<file path="config.mk">
export PLATFORM = sky130hd
export DESIGN_NAME = integral_pixel_feeder
export DESIGN_NICKNAME = d
export VERILOG_FILES = /design/src/rtl/integral_pkg.sv /design/src/rtl/integral_scan_counter.sv /design/src/rtl/integral_pixel_feeder.sv
export SDC_FILE = /design/constraint.sdc
export NUM_CORES = 1
export LEC_CHECK = 0
export CORE_ASPECT_RATIO = 0.75
export CORE_MARGIN = 3
export CORE_UTILIZATION = 48
export CTS_BUF_LIST = sky130_fd_sc_hd__clkbuf_4 sky130_fd_sc_hd__clkbuf_8
export DETAILED_ROUTE_END_ITERATION = 8
export PLACE_DENSITY_LB_ADDON = 0.15
export SETUP_SLACK_MARGIN = 0.02
export SLEW_MARGIN = 20
export SYNTH_ARGS = -nofsm -noshare
export SYNTH_HDL_FRONTEND = slang
export SYNTH_SLANG_ARGS = --single-unit
</file>
<file path="constraint.sdc">
create_clock -name Clock -period 1.2 [get_ports Clock]
set_input_delay 0.18 -clock Clock [delete_from_list [all_inputs] [get_ports Clock]]
set_output_delay 0.18 -clock Clock [all_outputs]
set_load 0.01 [all_outputs]
</file>
<file path="src/rtl/integral_pkg.sv">
// Shared FSM state type and width helpers for the integral-image write path.
// IntegralBuffer uses addr_width() as well, so the two blocks always agree on Addr width.
package integral_pkg;

   typedef enum logic [2:0] {
      IDLE,
      FETCH,
      LATCH,
      WRITE,
      GAP,
      NEXT,
      DONE
   } state_t;

   // Column address width; wide enough to hold ImageWidth itself, as IntegralBuffer does.
   function automatic int unsigned addr_width(input int unsigned width);
      return $clog2(width + 1);
   endfunction

   function automatic int unsigned mem_width(input int unsigned width, input int unsigned height);
      return (width * height < 2) ? 1 : $clog2(width * height);
   endfunction

endpackage

</file>
<file path="src/rtl/integral_scan_counter.sv">
// Row-major scan position: column, row and linear pixel index, stepped together.
// The linear index drives the pixel memory directly, so no multiplier is needed.
module integral_scan_counter
   import integral_pkg::*;
#(
   parameter int unsigned ImageWidth  = 7,
   parameter int unsigned ImageHeight = 5
) (
   input  logic                                          Clock,
   input  logic                                          Reset,
   input  logic                                          Clear,
   input  logic                                          Step,
   output logic [addr_width(ImageWidth)-1:0]             Col,
   output logic [mem_width(ImageWidth, ImageHeight)-1:0] Linear,
   output logic                                          LastCol,
   output logic                                          LastPix
);

   localparam int unsigned AW = addr_width(ImageWidth);
   localparam int unsigned MW = mem_width(ImageWidth, ImageHeight);
   localparam int unsigned RW = addr_width(ImageHeight);
   localparam logic [AW-1:0] COL_LAST = AW'(ImageWidth - 1);
   localparam logic [RW-1:0] ROW_LAST = RW'(ImageHeight - 1);

   logic [AW-1:0] r_col;
   logic [RW-1:0] r_row;
   logic [MW-1:0] r_linear;
   logic          w_last_col;
   logic          w_last_row;

   assign w_last_col = (r_col == COL_LAST);
   assign w_last_row = (r_row == ROW_LAST);

   always_ff @(posedge Clock) begin
      if (Reset || Clear) begin
         r_col    <= '0;
         r_row    <= '0;
         r_linear <= '0;
      end else if (Step) begin
         if (w_last_col) begin
            r_col <= '0;
            r_row <= w_last_row ? '0 : r_row + RW'(1);
         end else begin
            r_col <= r_col + AW'(1);
         end
         r_linear <= (w_last_col && w_last_row) ? '0 : r_linear + MW'(1);
      end
   end

   assign Col     = r_col;
   assign Linear  = r_linear;
   assign LastCol = w_last_col;
   assign LastPix = w_last_col && w_last_row;

endmodule

</file>
<file path="src/rtl/integral_pixel_feeder.sv">
// Scans a 1-bit frame store in row-major order and issues one spaced single-cycle
// write per pixel into IntegralBuffer (column address + pixel bit).
module integral_pixel_feeder
   import integral_pkg::*;
#(
   parameter int unsigned ImageWidth  = 7,
   parameter int unsigned ImageHeight = 5,
   parameter int unsigned GapCycles   = 3
) (
   input  logic                                          Clock,
   input  logic                                          Reset,
   input  logic                                          Start,
   input  logic                                          Pause,
   output logic                                          PixRead,
   output logic [mem_width(ImageWidth, ImageHeight)-1:0] PixAddr,
   input  logic                                          PixData,
   output logic                                          WriteEnable,
   output logic [addr_width(ImageWidth)-1:0]             Addr,
   output logic                                          Data,
   output logic                                          Busy,
   output logic                                          RowDone,
   output logic                                          FrameDone
);

   localparam int unsigned AW = addr_width(ImageWidth);
   localparam int unsigned MW = mem_width(ImageWidth, ImageHeight);
   localparam int unsigned GW = (GapCycles > 1) ? $clog2(GapCycles) : 1;
   localparam logic [GW-1:0] GAP_LAST = GW'((GapCycles > 0) ? GapCycles - 1 : 0);

   state_t        r_state;
   logic [GW-1:0] r_gap;
   logic [AW-1:0] r_addr;
   logic          r_data;

   logic [AW-1:0] w_col;
   logic [MW-1:0] w_linear;
   logic          w_last_col;
   logic          w_last_pix;
   logic          w_clear;
   logic          w_step;

   // Counters restart on every accepted Start and advance only when heading back to FETCH.
   assign w_clear = (r_state == IDLE) && Start;
   assign w_step  = (r_state == NEXT) && !w_last_pix && !Pause;

   integral_scan_counter #(
      .ImageWidth (ImageWidth),
      .ImageHeight(ImageHeight)
   ) u_scan (
      .Clock  (Clock),
      .Reset  (Reset),
      .Clear  (w_clear),
      .Step   (w_step),
      .Col    (w_col),
      .Linear (w_linear),
      .LastCol(w_last_col),
      .LastPix(w_last_pix)
   );

   always_ff @(posedge Clock) begin
      if (Reset) begin
         r_state <= IDLE;
         r_gap   <= '0;
         r_addr  <= '0;
         r_data  <= 1'b0;
      end else begin
         case (r_state)
            IDLE:  if (Start) r_state <= FETCH;
            FETCH: r_state <= LATCH;
            LATCH: begin
               // Memory data is valid here; Addr/Data load only on entry to WRITE and hold after.
               r_state <= WRITE;
               r_addr  <= w_col;
               r_data  <= PixData;
            end
            WRITE: begin
               r_gap   <= '0;
               r_state <= (GapCycles == 0) ? NEXT : GAP;
            end
            GAP: begin
               if (r_gap == GAP_LAST) r_state <= NEXT;
               else                   r_gap   <= r_gap + GW'(1);
            end
            NEXT: begin
               if (w_last_pix)  r_state <= DONE;
               else if (!Pause) r_state <= FETCH;
            end
            DONE:    r_state <= IDLE;
            default: r_state <= IDLE;
         endcase
      end
   end

   assign PixRead     = (r_state == FETCH);
   assign PixAddr     = w_linear;
   assign WriteEnable = (r_state == WRITE);
   assign RowDone     = (r_state == WRITE) && w_last_col;
   assign FrameDone   = (r_state == DONE);
   assign Busy        = (r_state != IDLE);
   assign Addr        = r_addr;
   assign Data        = r_data;

endmodule

</file>
==> results of run 1 <==
[worst max-delay path: cells and delay by family (launching register included)]
family                 cells  cell delay (ns)
AND/OR/NAND/NOR            1             0.21
flip-flops                 1             0.35
buffers and inverters      3             0.40
[layout by cell type, fill, tap and decap left out, types with 2 or more instances in the layout]
cell | synthesis | layout
buf_4 | 3 | 21
nor2_1 | 20 | 14
buf_6 | 1 | 14
dfxtp_1 | 21 | 10
dfxtp_2 | 0 | 9
mux2i_1 | 6 | 6
xor2_1 | 5 | 5
clkdlybuf4s15_1 | 0 | 5
inv_1 | 4 | 4
nor3_2 | 0 | 4
nor2_2 | 0 | 4
clkdlybuf4s50_1 | 0 | 4
nor3b_2 | 1 | 3
a21oi_1 | 6 | 3
a21oi_2 | 0 | 3
o211ai_1 | 3 | 3
ha_1 | 4 | 3
clkbuf_4 | 0 | 3
buf_2 | 1 | 3
dlygate4sd2_1 | 0 | 3
nor2_4 | 0 | 2
nor3_1 | 6 | 2
nor2b_4 | 1 | 2
nand2b_1 | 2 | 2
and3_1 | 2 | 2
a31oi_1 | 3 | 2
nand2_1 | 4 | 2
nand3_1 | 4 | 2
clkbuf_2 | 0 | 2
dfxtp_4 | 0 | 2
[routing by layer]
metal | global-route usage | vias to the layer above | wire [um]
met3 | 0.0714 | 23 | 313
met2 | 0.484 | 63 | 1740
met5 | 0 | - | 0
met4 | 0.0952 | 0 | 177
met1 | 0.285 | 564 | 1620
li1 | - | 523 | -
[cell families (layout without fill, tap and decap cells)]
family | Yosys count | after routing | share of synthesized area
muxes | 6 | 6 | 0.0559
DFF | 21 | 21 | 0.392
buffers and inverters | 10 | 62 | 0.0536
AOI/OAI and AO/OA | 20 | 20 | 0.133
adders and majority gates | 4 | 4 | 0.0466
xor gates and xnor gates | 7 | 7 | 0.0571
and+or+nand+nor | 50 | 51 | 0.262
[repair_timing]
| item | CTS | global route |
|---|---|---|
| resized for setup | 61 | 37 |
| hold endpoints to repair | 0 | 0 |
| setup endpoints to repair | 36 | 33 |
| setup buffers | 7 | 3 |
| pin swaps | 22 | 15 |
| gates cloned | 1 | 1 |
[layout make-up]
type,count,area (sq um),area share
inverters,4,15.0,0.00833
well taps,24,30.0,0.0167
multi-input cells,88,788,0.437
clock buffers,3,22.5,0.0125
clock inverters,1,5.00,0.00278
repair buffers,54,502,0.278
flip-flops and latches,21,439,0.244
[path summary, 6_finish.rpt]
| kind | startpoint | slack (ns) | to | cells past startpoint |
|---|---|---|---|---|
| setup / recovery | r_state[0] | -0.27 | FrameDone | 4 |
| hold / removal | PixData | 0.46 | Data | 3 |
| setup reg to reg | r_state[0] | -0.27 | u_scan.Linear[2] | 6 |
| hold reg to reg | u_scan.Linear[1] | 0.51 | u_scan.Linear[1] | 2 |
[stage by stage]
| step | setup WS [ns] | area, sq um | total power, uW |
|---|---|---|---|
| 4_1_cts | -0.248 | 1650 | 1730 |
| 6_report | -0.273 | 1800 | 1880 |
| 2_1_floorplan | -0.0635 | 1120 | 1030 |
| 3_3_place_gp | -0.355 | 1480 | 1210 |
| 5_1_grt | -0.322 | 1800 | 1950 |
| 3_5_place_dp | -0.403 | 1480 | 1230 |
[report_power, final]
group          switching [uW]  internal (uW)
combinational             339            412
clock                     247            125
sequential               30.9            728
[flip-flops by register name (all words and copies together) (netlist names)]
name / cells
Addr: 3
Data: 1
u_scan.r_row: 3
u_scan.Col: 3
r_gap: 2
r_state: 3
u_scan.Linear: 6
==> out/metrics.yaml, run 1 <==
status: "complete, but fails checks"
violations: "negative setup slack"
finalSetupTns_ns: -5.00
totalWireLength_um: 3850
core_area_sq_um: 2070
post-route-period-util: 1.23
cts_sinks: 21
htreeDepth: 1
drcViolationCount: 0
endpoint_kind: "primary output"
ys_ff_latch: 21
dp.final_hpwl_um: 1870
grt_max_degree: 13
synth.largest_area_cell: "dfxtp_1"
critPathKind: "reg -> out"
synth_warnings: 0
critical_path_required_ns: 1.02
io-pin-count: 20
start_util: 0.519
fillCellCount: 100
cp.arrival_ns: 1.29
ant_nets: 0
cts_root_buf: "clkbuf_4"
synth_nets: 127
dp_cells: 179
synth.avg_cell_area_sq_um: 9.10
diodes: 0
wire_per_inst_um: 19.7
cp_max_fo: 4
async_flop_share: 0
drive_gt1_frac: 0.544
holdWs_ns: 0.464
cp-start-kind: "flip-flop"
synthTopCellsByCount: "21 x dfxtp_1, 20 x nor2_1, 6 x a21oi_1, 6 x mux2i_1, 6 x nor3_1"
tightest_slew_ns: 0.274
antenna_found_initial: 0
post-route-min-period_ns: 1.47
setup_viol: 26
mappedNetlistArea_sq_um: 1070
io_buffer_count: 19
clk_latency_ns: 0.33
crit_slowest_cell: "dfxtp_2"
fmax_mhz: 679
synth_area_leaders: "dfxtp_1 39%, nor2_1 7.0%, mux2i_1 5.6%, ha_1 4.7%, xor2_1 4.1%"
finalNonFillerCells: 195
layout-area-overhead-vs-synth_pct: 67.8
holdBufCountCts: 0
synthCells: 118
rows: 14
numCtsBuffers: 3
first_pass_iters: 4
dieWidth_um: 60.6
power_leakage_uw: 0.000714
maxCapViolCount: 0
cpPeakStageDelay_ns: 0.35
drtIter0Drc: 74
grt.total_usage: 0.259
path_cells: "buf_4 > buf_6 > and3b_1 > buf_2"
die_area_sq_um: 2850
routed-via-count: 1173
grt_overflow_total: 0
seq_area_frac_synth: 0.392
pwr_density_cell_nw_per_um2: 1040
hold_class: "in -> reg"
clk_transition_reported_paths_ns: 0.12
hold_viol: 0
grt_pass1_vias: 1099
vdd_drop_max_mv: 0.745
grt_pass1_wl_um: 5220
setup_slack_ns: -0.273
slew_violations: 0
clockBufferDepth: 2
tritoncts: "yes"
post-route-util: 0.872
synth_top_area_share: 0.392
gp_congestion: 0.799
rsz0062_at_grt: "true"
nets: 181
synth_edf_count: 0
via_per_inst: 6.02
ys_types: 36
fin_skew_ns: 0.00841
synth_most_common_cell: "dfxtp_1"
ys.flop_type: "dfxtp_1"
die_h_um: 47.0
slew_headroom: 0.816
No activity file was read; power rests on OpenSTA's default activity.
==> inputs of run 2 (changes only) <==
Settings changed: PLACE_DENSITY set to 0.84, PLACE_DENSITY_LB_ADDON 0.15 to unset.
==> run 2 against run 1 <==
  * The flow still finishes with violations (negative setup slack)
  * Global-route usage decreased by 4.6 points
  * Cell area shrank 11%
  * Clock-buffer cell count stayed put
  * Via count shrank 12%
  * Combinational power is 33% lower
  * Die area unchanged
  * Wire length fell by 29%
  * Clock power fell by 6.7%
  * Non-clock buffer count is 7 lower
  * Flip-flop and latch count is the same
==> out/metrics.yaml, run 2 (synthesis gave the netlist of run 1 again) <==
status: "complete, but fails checks"  # unchanged
violations: "negative setup slack"  # unchanged
drcViolationCount: 0  # unchanged
vdd_drop_max_mv: 0.731  # was 0.745 mV
hold_viol: 0  # unchanged
critical_path_required_ns: 1.02  # about the same
fin_skew_ns: 0.0195  # was 0.00841 ns
io-pin-count: 20  # unchanged
tightest_slew_ns: 0.331  # was 0.274 ns
cts_sinks: 21  # unchanged
cpPeakStageDelay_ns: 0.39  # was 0.35 ns
fillCellCount: 135  # was 100
r2r-start: "r_state[2]"  # was r_state[0]
fmax_mhz: 711  # was 679 MHz
hold_class: "in -> reg"  # unchanged
io_buffer_count: 19  # unchanged
totalWireLength_um: 2740  # was 3850 um
dieWidth_um: 60.6  # unchanged
diodes: 0  # unchanged
grt.total_usage: 0.214  # was 0.259
die_h_um: 47.0  # unchanged
cp-start-kind: "flip-flop"  # unchanged
holdBufCountCts: 0  # unchanged
post-route-min-period_ns: 1.41  # was 1.47 ns
drive_gt1_frac: 0.448  # was 0.544
grt_overflow_total: 0  # unchanged
crit_start: "r_state[2]"  # was r_state[0]
clk_transition_reported_paths_ns: 0.13  # was 0.12 ns
tritoncts: "yes"  # unchanged
first_pass_iters: 6  # was 4
nets: 173  # was 181
largest_reg_flops: 6  # unchanged
start_util: 0.519  # unchanged
die_area_sq_um: 2850  # unchanged
clk_latency_ns: 0.32  # was 0.33 ns
dp.final_hpwl_um: 1920  # was 1870 um
wire_per_inst_um: 14.7  # was 19.7 um
internal_power_uw: 1150  # was 1270 uW
finalSetupTns_ns: -3.34  # was -5.00 ns
grt_pass1_wl_um: 4400  # was 5220 um
reg2reg_depth: 5  # was 6
combPwrFrac: 0.308  # was 0.399
slew_violations: 0  # unchanged
gp_congestion: 0.720  # was 0.799
r2r_end: "u_scan.Col[2]"  # was u_scan.Linear[2]
power_leakage_uw: 0.000664  # was 0.000714 uW
maxCapViolCount: 0  # unchanged
grt_max_degree: 13  # unchanged
clockBufferDepth: 2  # unchanged
endpoint_kind: "primary output"  # unchanged
crit_cells: 2  # was 4
slew_headroom: 0.779  # was 0.816
core_area_sq_um: 2070  # unchanged
total_power_uw: 1630  # was 1880 uW
antenna_found_initial: 0  # unchanged
register_area_sq_um: 443  # was 439 sq um
critPathKind: "reg -> out"  # unchanged
critPathTopFamily: "flip-flops"  # was buffers and inverters
post-route-period-util: 1.17  # was 1.23
via_per_inst: 5.54  # was 6.02
cp.arrival_ns: 1.23  # was 1.29 ns
clkPwrFrac: 0.213  # was 0.198
pwr_density_cell_nw_per_um2: 1010  # was 1040 nW/um^2
setup_slack_ns: -0.206  # was -0.273 ns
cp-endpoint: "Busy"  # was FrameDone
cp_num_buf_inv: 1  # was 3
htreeDepth: 1  # unchanged
min-delay-start: "Start"  # was PixData
grt_pass1_vias: 982  # was 1099
cp_max_fo: 5  # was 4
p_sw_uw: 480  # was 617 uW
cts_root_buf: "clkbuf_4"  # unchanged
multiInputGateArea_sq_um: 698  # was 788 sq um
layout-area-overhead-vs-synth_pct: 50.0  # was 67.8%
setup_viol: 23  # was 26
rows: 14  # unchanged
ff2ff_setup_slack_ns: -0.20  # was -0.27 ns
final_common_cell: "buf_4"  # unchanged
rsz0062_at_grt: "true"  # unchanged
sw_frac_of_total: 0.295  # was 0.328
path_cells: "or3_4 > buf_6"  # was buf_4 > buf_6 > and3b_1 > buf_2
routed-via-count: 1036  # was 1173
seq_power_share: 0.478  # was 0.403
final_cell_mix: "26 x buf_4, 18 x nor2_1, 9 x dfxtp_1, 9 x dfxtp_2"  # was 21 x buf_4, 14 x nor2_1, 14 x buf_6
numCtsBuffers: 3  # unchanged
ant_nets: 0  # unchanged
drtIter0Drc: 34  # was 74
crit_slowest_cell: "dfxtp_4"  # was dfxtp_2
[run 2: cell count changes in the layout (fill, tap and decap cells not counted), sizes merged]
cell | previous run | this run
dlygate4sd2 | 3 | 6
and4bb | 2 | 1
clkdlybuf4s15 | 5 | 4
buf | 39 | 33
clkbuf | 6 | 3
[run 2: worst min-delay path, cell delays in order]
cell and delay [ns]:
clkdlybuf4s50_1 0.43, nor2_2 0.11, nor3_1 0.05
[run 2: final cells by class]
type,count,area share
clock buffers,3,0.0140
inverters,4,0.00932
repair buffers,47,0.246
clock inverters,1,0.00311
multi-input cells,87,0.434
well taps,24,0.0186
flip-flops and latches,21,0.275
[run 2: per-stage QoR]
step	hold WS, ns	setup WS (ns)	std cells	area [sq um]	utilization
floorplan	0.327	-0.0635	118	1120	-
global placement	0.477	-0.382	180	1470	0.712
detailed placement	0.483	-0.471	180	1470	0.712
CTS	0.457	-0.219	187	1580	0.763
global route	0.492	-0.241	187	1610	0.779
finish	0.474	-0.206	187	1610	0.779
[run 2: power by group through the flow]
stage	Sequential (uW)	Clock [uW]	Combinational, uW
after floorplan	758	0	274
after global placement	774	0	418
after detailed placement	781	0	431
after CTS	776	352	476
after global routing	784	381	542
final	778	347	502
[run 2: metal layers]
| layer | up-vias | part of all wire | GRT usage |
|---|---|---|---|
| met4 | 0 | 0.023 | 0.0909 |
| met2 | 29 | 0.49 | 0.360 |
| met1 | 494 | 0.43 | 0.248 |
| met5 | - | 0 | 0 |
| li1 | 505 | - | - |
| met3 | 8 | 0.055 | 0.0797 |
[run 2: how the worst min path moves through the flow]
stage / endpoint / cells after the start / slack, ns
final: r_state[0] / 3 / 0.47
after global routing: Data / 3 / 0.49
after CTS: r_state[0] / 3 / 0.46
after detailed placement: Data / 2 / 0.48
after global placement: Addr[2] / 2 / 0.48
after floorplan: Data / 2 / 0.33
[run 2: what timing repair did]
action,4_1_cts,5_1_grt
setup buffers,3,0
resized for setup,59,9
setup endpoints to repair,36,29
pin swaps,10,2
